File: config.mk
export PLATFORM = sky130hd
export DESIGN_NAME = ram_arbiter_flat
export DESIGN_NICKNAME = d
export VERILOG_FILES = /design/src/rtl/ram_arbiter_if.sv /design/src/rtl/ram_arbiter.sv /design/src/flat_wrapper.sv
export SDC_FILE = /design/constraint.sdc
export NUM_CORES = 1
export LEC_CHECK = 0
export ABC_AREA = 1
export ABC_CLOCK_PERIOD_IN_PS = 1600
export CAP_MARGIN = 20
export CELL_PAD_IN_SITES_DETAIL_PLACEMENT = 1
export CELL_PAD_IN_SITES_GLOBAL_PLACEMENT = 1
export CORE_MARGIN = 1
export CORE_UTILIZATION = 28
export CTS_BUF_LIST = sky130_fd_sc_hd__clkbuf_8
export DETAILED_ROUTE_END_ITERATION = 8
export PLACE_DENSITY = 0.78
export SLEW_MARGIN = 20
export SYNTH_ARGS = -nofsm -noshare
export SYNTH_HDL_FRONTEND = slang
export SYNTH_SLANG_ARGS = --single-unit
export TNS_END_PERCENT = 100
File: constraint.sdc
create_clock -name clk -period 1.6 [get_ports clk]
set_clock_uncertainty 0.1 [all_clocks]
set_input_delay 0.32 -clock clk [delete_from_list [all_inputs] [get_ports clk]]
set_output_delay 0.32 -clock clk [all_outputs]
set_load 0.005 [all_outputs]
File: src/rtl/ram_arbiter_if.sv
// ram_arbiter_if: requester and SRAM-driver bus seen by ram_arbiter.
// master = arbiter side, slave = environment side (CPU pipeline + driver).
interface ram_arbiter_if;
    // instruction-fetch requester
    logic        if_req_i;
    logic [31:0] if_addr_i;
    logic [31:0] if_data_o;
    logic        if_ready_o;
    // data-access requester
    logic        mem_req_i;
    logic        mem_we_i;
    logic [31:0] mem_addr_i;
    logic [31:0] mem_data_i;
    logic [3:0]  mem_sel_i;
    logic [31:0] mem_data_o;
    logic        mem_ready_o;
    // pipeline status
    logic        stall_o;
    logic        timeout_o;
    // SRAM driver request port
    logic        ram_ce_o;
    logic        ram_we_o;
    logic [31:0] ram_addr_o;
    logic [31:0] ram_data_o;
    logic [3:0]  ram_sel_o;
    logic [31:0] ram_data_i;
    logic        ram_ready_i;

    modport master (
        input  if_req_i, if_addr_i,
        input  mem_req_i, mem_we_i, mem_addr_i, mem_data_i, mem_sel_i,
        input  ram_data_i, ram_ready_i,
        output if_data_o, if_ready_o, mem_data_o, mem_ready_o,
        output stall_o, timeout_o,
        output ram_ce_o, ram_we_o, ram_addr_o, ram_data_o, ram_sel_o
    );

    modport slave (
        output if_req_i, if_addr_i,
        output mem_req_i, mem_we_i, mem_addr_i, mem_data_i, mem_sel_i,
        output ram_data_i, ram_ready_i,
        input  if_data_o, if_ready_o, mem_data_o, mem_ready_o,
        input  stall_o, timeout_o,
        input  ram_ce_o, ram_we_o, ram_addr_o, ram_data_o, ram_sel_o
    );
endinterface

File: src/rtl/ram_arbiter.sv
// ram_arbiter: serialises IF and MEM requests onto the single SRAM-driver
// port, MEM first. After each completion ce is held low for RELEASE + IDLE
// so the driver's step counter clears and the still-asserted request is
// not replayed.
// Optional feature: define RAM_ARB_TIMEOUT_EN to force completion with
// data 32'hFFFFFFFF after 100 BUSY cycles without ram_ready_i and set the
// sticky timeout_o flag.
module ram_arbiter (
    input  logic          clk,
    input  logic          rst,
    ram_arbiter_if.master bus
);
    typedef enum logic [1:0] {
        IDLE    = 2'd0,
        BUSY    = 2'd1,
        RELEASE = 2'd2
    } state_t;

    state_t      state_reg, state_next;
    logic        grant_mem_reg, grant_mem_next;
    logic        ce_reg, ce_next;
    logic        we_reg, we_next;
    logic [31:0] addr_reg, addr_next;
    logic [31:0] wdata_reg, wdata_next;
    logic [3:0]  sel_reg, sel_next;
    logic [31:0] if_data_reg, if_data_next;
    logic [31:0] mem_data_reg, mem_data_next;
    logic        if_ready_reg, if_ready_next;
    logic        mem_ready_reg, mem_ready_next;
    logic        expired;
    logic        done;
    logic [31:0] result;

`ifdef RAM_ARB_TIMEOUT_EN
    logic [6:0] count_reg, count_next;
    logic       timeout_reg, timeout_next;

    // 100th BUSY cycle with no driver answer; a real answer always wins
    assign expired = (state_reg == BUSY) && !bus.ram_ready_i && (count_reg == 7'd99);

    // BUSY cycle counter (zero on the first BUSY cycle) and sticky flag
    always_comb begin
        count_next   = (state_reg == BUSY) ? count_reg + 7'd1 : 7'd0;
        timeout_next = timeout_reg | expired;
    end

    // timeout state registers
    always_ff @(posedge clk) begin
        if (rst) begin
            count_reg   <= 7'd0;
            timeout_reg <= 1'b0;
        end else begin
            count_reg   <= count_next;
            timeout_reg <= timeout_next;
        end
    end

    assign bus.timeout_o = timeout_reg;
`else
    assign expired       = 1'b0;
    assign bus.timeout_o = 1'b0;
`endif

    assign done   = (state_reg == BUSY) && (bus.ram_ready_i || expired);
    assign result = expired ? 32'hFFFF_FFFF : (we_reg ? 32'h0 : bus.ram_data_i);

    // next-state and registered-output logic; everything holds by default
    always_comb begin
        state_next     = state_reg;
        grant_mem_next = grant_mem_reg;
        ce_next        = ce_reg;
        we_next        = we_reg;
        addr_next      = addr_reg;
        wdata_next     = wdata_reg;
        sel_next       = sel_reg;
        if_data_next   = if_data_reg;
        mem_data_next  = mem_data_reg;
        if_ready_next  = 1'b0;
        mem_ready_next = 1'b0;
        case (state_reg)
            IDLE: begin
                if (bus.mem_req_i) begin
                    grant_mem_next = 1'b1;
                    ce_next        = 1'b1;
                    we_next        = bus.mem_we_i;
                    addr_next      = bus.mem_addr_i;
                    wdata_next     = bus.mem_data_i;
                    sel_next       = bus.mem_sel_i;
                    state_next     = BUSY;
                end else if (bus.if_req_i) begin
                    grant_mem_next = 1'b0;
                    ce_next        = 1'b1;
                    we_next        = 1'b0;
                    addr_next      = bus.if_addr_i;
                    sel_next       = 4'b1111;
                    state_next     = BUSY;
                end
            end
            BUSY: begin
                if (done) begin
                    ce_next    = 1'b0;
                    state_next = RELEASE;
                    if (grant_mem_reg) begin
                        mem_data_next  = result;
                        mem_ready_next = 1'b1;
                    end else begin
                        if_data_next  = result;
                        if_ready_next = 1'b1;
                    end
                end
            end
            RELEASE: begin
                // requester still holds req this cycle; granting would replay it
                state_next = IDLE;
            end
            default: begin
                ce_next    = 1'b0;
                state_next = IDLE;
            end
        endcase
    end

    // state and output registers
    always_ff @(posedge clk) begin
        if (rst) begin
            state_reg     <= IDLE;
            grant_mem_reg <= 1'b0;
            ce_reg        <= 1'b0;
            we_reg        <= 1'b0;
            addr_reg      <= 32'h0;
            wdata_reg     <= 32'h0;
            sel_reg       <= 4'h0;
            if_data_reg   <= 32'h0;
            mem_data_reg  <= 32'h0;
            if_ready_reg  <= 1'b0;
            mem_ready_reg <= 1'b0;
        end else begin
            state_reg     <= state_next;
            grant_mem_reg <= grant_mem_next;
            ce_reg        <= ce_next;
            we_reg        <= we_next;
            addr_reg      <= addr_next;
            wdata_reg     <= wdata_next;
            sel_reg       <= sel_next;
            if_data_reg   <= if_data_next;
            mem_data_reg  <= mem_data_next;
            if_ready_reg  <= if_ready_next;
            mem_ready_reg <= mem_ready_next;
        end
    end

    assign bus.ram_ce_o    = ce_reg;
    assign bus.ram_we_o    = we_reg;
    assign bus.ram_addr_o  = addr_reg;
    assign bus.ram_data_o  = wdata_reg;
    assign bus.ram_sel_o   = sel_reg;
    assign bus.if_data_o   = if_data_reg;
    assign bus.mem_data_o  = mem_data_reg;
    assign bus.if_ready_o  = if_ready_reg;
    assign bus.mem_ready_o = mem_ready_reg;
    assign bus.stall_o     = (bus.if_req_i & ~if_ready_reg) | (bus.mem_req_i & ~mem_ready_reg);
endmodule

File: src/flat_wrapper.sv
// flat-port wrapper written by rule: the top's interface ports become plain ports
module ram_arbiter_flat 
  (clk, rst, bus_if_req_i, bus_if_addr_i, bus_mem_req_i, bus_mem_we_i, bus_mem_addr_i, bus_mem_data_i, bus_mem_sel_i, bus_ram_data_i, bus_ram_ready_i, bus_if_data_o, bus_if_ready_o, bus_mem_data_o, bus_mem_ready_o, bus_stall_o, bus_timeout_o, bus_ram_ce_o, bus_ram_we_o, bus_ram_addr_o, bus_ram_data_o, bus_ram_sel_o);
  ram_arbiter_if bus_i ();
  input  logic clk;
  input  logic rst;
  input wire logic [$bits(bus_i.if_req_i)-1:0] bus_if_req_i;
  input wire logic [$bits(bus_i.if_addr_i)-1:0] bus_if_addr_i;
  input wire logic [$bits(bus_i.mem_req_i)-1:0] bus_mem_req_i;
  input wire logic [$bits(bus_i.mem_we_i)-1:0] bus_mem_we_i;
  input wire logic [$bits(bus_i.mem_addr_i)-1:0] bus_mem_addr_i;
  input wire logic [$bits(bus_i.mem_data_i)-1:0] bus_mem_data_i;
  input wire logic [$bits(bus_i.mem_sel_i)-1:0] bus_mem_sel_i;
  input wire logic [$bits(bus_i.ram_data_i)-1:0] bus_ram_data_i;
  input wire logic [$bits(bus_i.ram_ready_i)-1:0] bus_ram_ready_i;
  output wire logic [$bits(bus_i.if_data_o)-1:0] bus_if_data_o;
  output wire logic [$bits(bus_i.if_ready_o)-1:0] bus_if_ready_o;
  output wire logic [$bits(bus_i.mem_data_o)-1:0] bus_mem_data_o;
  output wire logic [$bits(bus_i.mem_ready_o)-1:0] bus_mem_ready_o;
  output wire logic [$bits(bus_i.stall_o)-1:0] bus_stall_o;
  output wire logic [$bits(bus_i.timeout_o)-1:0] bus_timeout_o;
  output wire logic [$bits(bus_i.ram_ce_o)-1:0] bus_ram_ce_o;
  output wire logic [$bits(bus_i.ram_we_o)-1:0] bus_ram_we_o;
  output wire logic [$bits(bus_i.ram_addr_o)-1:0] bus_ram_addr_o;
  output wire logic [$bits(bus_i.ram_data_o)-1:0] bus_ram_data_o;
  output wire logic [$bits(bus_i.ram_sel_o)-1:0] bus_ram_sel_o;
  assign bus_i.if_req_i = bus_if_req_i;
  assign bus_i.if_addr_i = bus_if_addr_i;
  assign bus_i.mem_req_i = bus_mem_req_i;
  assign bus_i.mem_we_i = bus_mem_we_i;
  assign bus_i.mem_addr_i = bus_mem_addr_i;
  assign bus_i.mem_data_i = bus_mem_data_i;
  assign bus_i.mem_sel_i = bus_mem_sel_i;
  assign bus_i.ram_data_i = bus_ram_data_i;
  assign bus_i.ram_ready_i = bus_ram_ready_i;
  assign bus_if_data_o = bus_i.if_data_o;
  assign bus_if_ready_o = bus_i.if_ready_o;
  assign bus_mem_data_o = bus_i.mem_data_o;
  assign bus_mem_ready_o = bus_i.mem_ready_o;
  assign bus_stall_o = bus_i.stall_o;
  assign bus_timeout_o = bus_i.timeout_o;
  assign bus_ram_ce_o = bus_i.ram_ce_o;
  assign bus_ram_we_o = bus_i.ram_we_o;
  assign bus_ram_addr_o = bus_i.ram_addr_o;
  assign bus_ram_data_o = bus_i.ram_data_o;
  assign bus_ram_sel_o = bus_i.ram_sel_o;
  ram_arbiter u_core (.clk(clk), .rst(rst), .bus(bus_i));
endmodule
==> impl_metrics.toml, run 1 <==
[run_status]
run_status = "finished clean"

[clocking]
cts.clk_slew.worst_paths_ns = 0.08
clock_tree_from_tritoncts = "yes"
worstSkewPairLatency_ns = 0.44
sinks_on_clock_net = 139
number_of_h_tree_levels = 4
postCtsHoldBufs = 0
cts_made_buffers = 17
cts-root-buf = "clkbuf_8"
cts_max_path_buffers = 2

[power_and_ir_drop]
finalPower_mw = 8.26
p_per_area_nw_per_um2 = 890
worst_ir_drop_vdd_v = 0.000412
power_leakage_nw = 4.99

[worst_setup_path]
timing.reg2reg.setup_slack_ns = 0.22
worstSetupStartpointType = "input pin"
worst-setup-path-type = "input pin to output pin"
worst_ep_required_time_ns = 1.18
worst-endpoint-arrival_ns = 1.13
critPathCaptureType = "output pin"
critPathMaxFanout = 2

[floorplanning]
io_pins = 276
design.core.area_um2 = 20400
die_width_um = 146
die_h_um = 146
die_area_um2 = 21500
initial_core_util_pct = 28.7
row_count = 52

[route]
route.final.wire_length_mm = 20.1
drt_iter0_markers = 213
vias_per_cell = 4.28
num_vias = 6246
detail_route.first_pass.iterations = 4
remaining_drc_errors = 0
final_antenna_net_count = 0
post_drt_wl_per_cell_um = 13.8

[grt]
grt_start_max_net_pins = 66
use_met3_pct = 7.38
global_route.overflow_total = 0
grt_first_pass_wirelength_mm = 32.4
grt_busiest_layer = "met2"
grt.met2_usage_pct = 33.2
grt_pass1_vias = 6260
grt_util_all_layers_pct = 19.3
global_route_met1_usage_pct = 21.8
number_of_antenna_violations_at_the_first_check_in_global_routing = 0

[layout]
antenna_cells = 0
n_fill_cell = 2646
final_design_area_no_fill_um2 = 9280
drive_gt1_share_pct = 8.33
layout.area.seq_um2 = 2820
layoutNonFillerInstCount = 1458
area_taken_by_multi_input_logic_gates_um2 = 2410
synthToLayoutAreaGrowth_pct = 58.8
final_util_pct = 45.6
finish.net_count = 1313

[synthesis]
post_synth_inst_count = 906
synthFlopType = "dfxtp_1"
synth.cell_area_um2 = 5840
synth.net_count = 1044
ys_ff_latch = 139
synth-edff-count = 0
synth_sequential_area_ratio_pct = 47.6
yosys_warnings = 0
postSynth.asyncResetShare_pct = 0
netlist-cell-type-count = 18
postSynthAreaPerCell_um2 = 6.45

[placement]
place_congestion = 0.793
dpl_worst_slack_ns = -0.457
hpwlAfterDp_mm = 15.0
post_place_cells = 1425
place_area_um2 = 9050
count_of_buffers_inserted_at_the_top_level_ports = 274

[sta]
slew_viol_final = 0
final_critical_path_setup_slack_ns = 0.0484
setup_violations = 0
final_period_minus_worst_setup_slack_ns = 1.55
finalHoldViolCount = 0
timing_limited_maximum_frequency_ghz = 0.645
fin_hold_ws_ns = 0.355
grt_setup_unrepaired = "false"
post_route_setup_tns_ns = 0
fin_crit_sh_pct = 97.0

[min_path]
timing.hold.worst.class = "input pin to register"

[flow_run]
max_capacitance_violation_total = 0
area by class of cell:
class,count,area share (%)
Clock buffer,17,2.52
Clock inverter,15,1.38
Inverter,103,4.18
Multi-Input combinational cell,611,26.0
Sequential cell,139,30.4
Tap cell,270,3.64
Timing Repair Buffer,303,31.9
kinds of logic after synthesis:
| group | share of synthesized area [%] |
|---|---|
| AND/OR/NAND/NOR | 34.6 |
| AO/OA/AOI/OAI | 6.64 |
| other | 0.0642 |
| flip-flops | 47.6 |
| buffers and inverters | 11.1 |
routing by layer:
| metal | share of wire [%] | vias up |
|---|---|---|
| met5 | 0 | - |
| met1 | 42 | 2835 |
| li1 | - | 3200 |
| met2 | 49 | 190 |
| met3 | 7.6 | 21 |
| met4 | 1.7 | 0 |
where the power goes:
group,switching [mW],internal [mW]
registers,0.133,3.74
logic,0.834,0.881
clock network,1.44,1.22
placed cells by master, fill, tap and decap left out:
cell	instances
buf_4	15
o21ai_4	1
nor2_2	2
dfxtp_2	33
nand3_1	1
clkdlybuf4s50_1	136
inv_2	2
conb_1	1
clkinv_4	4
o21ai_0	69
a21oi_1	4
nand4_1	2
clkinvlp_4	3
o22ai_1	1
dlygate4sd2_1	137
buf_12	14
dfxtp_1	106
clkinv_2	4
buf_2	1
nand2_1	230
clkbuf_8	17
nor2_1	300
inv_1	102
inv_6	2
bufinv_16	1
synthesized netlist by cell type (2+ instances only):
library cell  count  area share (%)
a21oi_1           4            0.34
buf_2            28             2.4
nand4_1           2            0.21
nor2_1          300              19
dfxtp_1         139              48
nand2_1         230              15
clkbuf_2          6            0.51
buf_4             4            0.51
inv_1           101             6.5
inv_2             2            0.13
clkbuf_1         14            0.90
o21ai_0          69             5.9
nor2_2            2            0.21
path summary, 6_finish.rpt:
kind | start | to | depth (start not counted)
hold / removal | bus_mem_we_i | u_core.bus.ram_we_o | 3
setup reg to reg | u_core.state_reg[1] | u_core.bus.if_data_o[9] | 6
hold reg to reg | u_core.bus.ram_data_o[9] | u_core.bus.ram_data_o[9] | 2
setup / recovery | bus_mem_req_i | bus_stall_o | 4
critical path, cell delays in order:
cell and delay [ns]:
clkdlybuf4s50_1 0.50, inv_2 0.05, o22ai_1 0.13, buf_2 0.14
what timing repair did:
| action | CTS | global route |
|---|---|---|
| setup buffers | 1 | 0 |
| gates resized for setup | 174 | 0 |
| endpoints found under the setup margin | 137 | 0 |
No activity file was read; power rests on OpenSTA's default activity.
==> run 2: changes to the inputs <==
--- a/config.mk
+++ b/config.mk
@@ -10,7 +10,6 @@
 export CAP_MARGIN = 20
 export CELL_PAD_IN_SITES_DETAIL_PLACEMENT = 1
 export CELL_PAD_IN_SITES_GLOBAL_PLACEMENT = 1
-export CORE_MARGIN = 1
 export CORE_UTILIZATION = 28
 export CTS_BUF_LIST = sky130_fd_sc_hd__clkbuf_8
 export DETAILED_ROUTE_END_ITERATION = 8
==> results of run 2 <==
No change in the layout: final DEF, timing and power equal those of run 1.
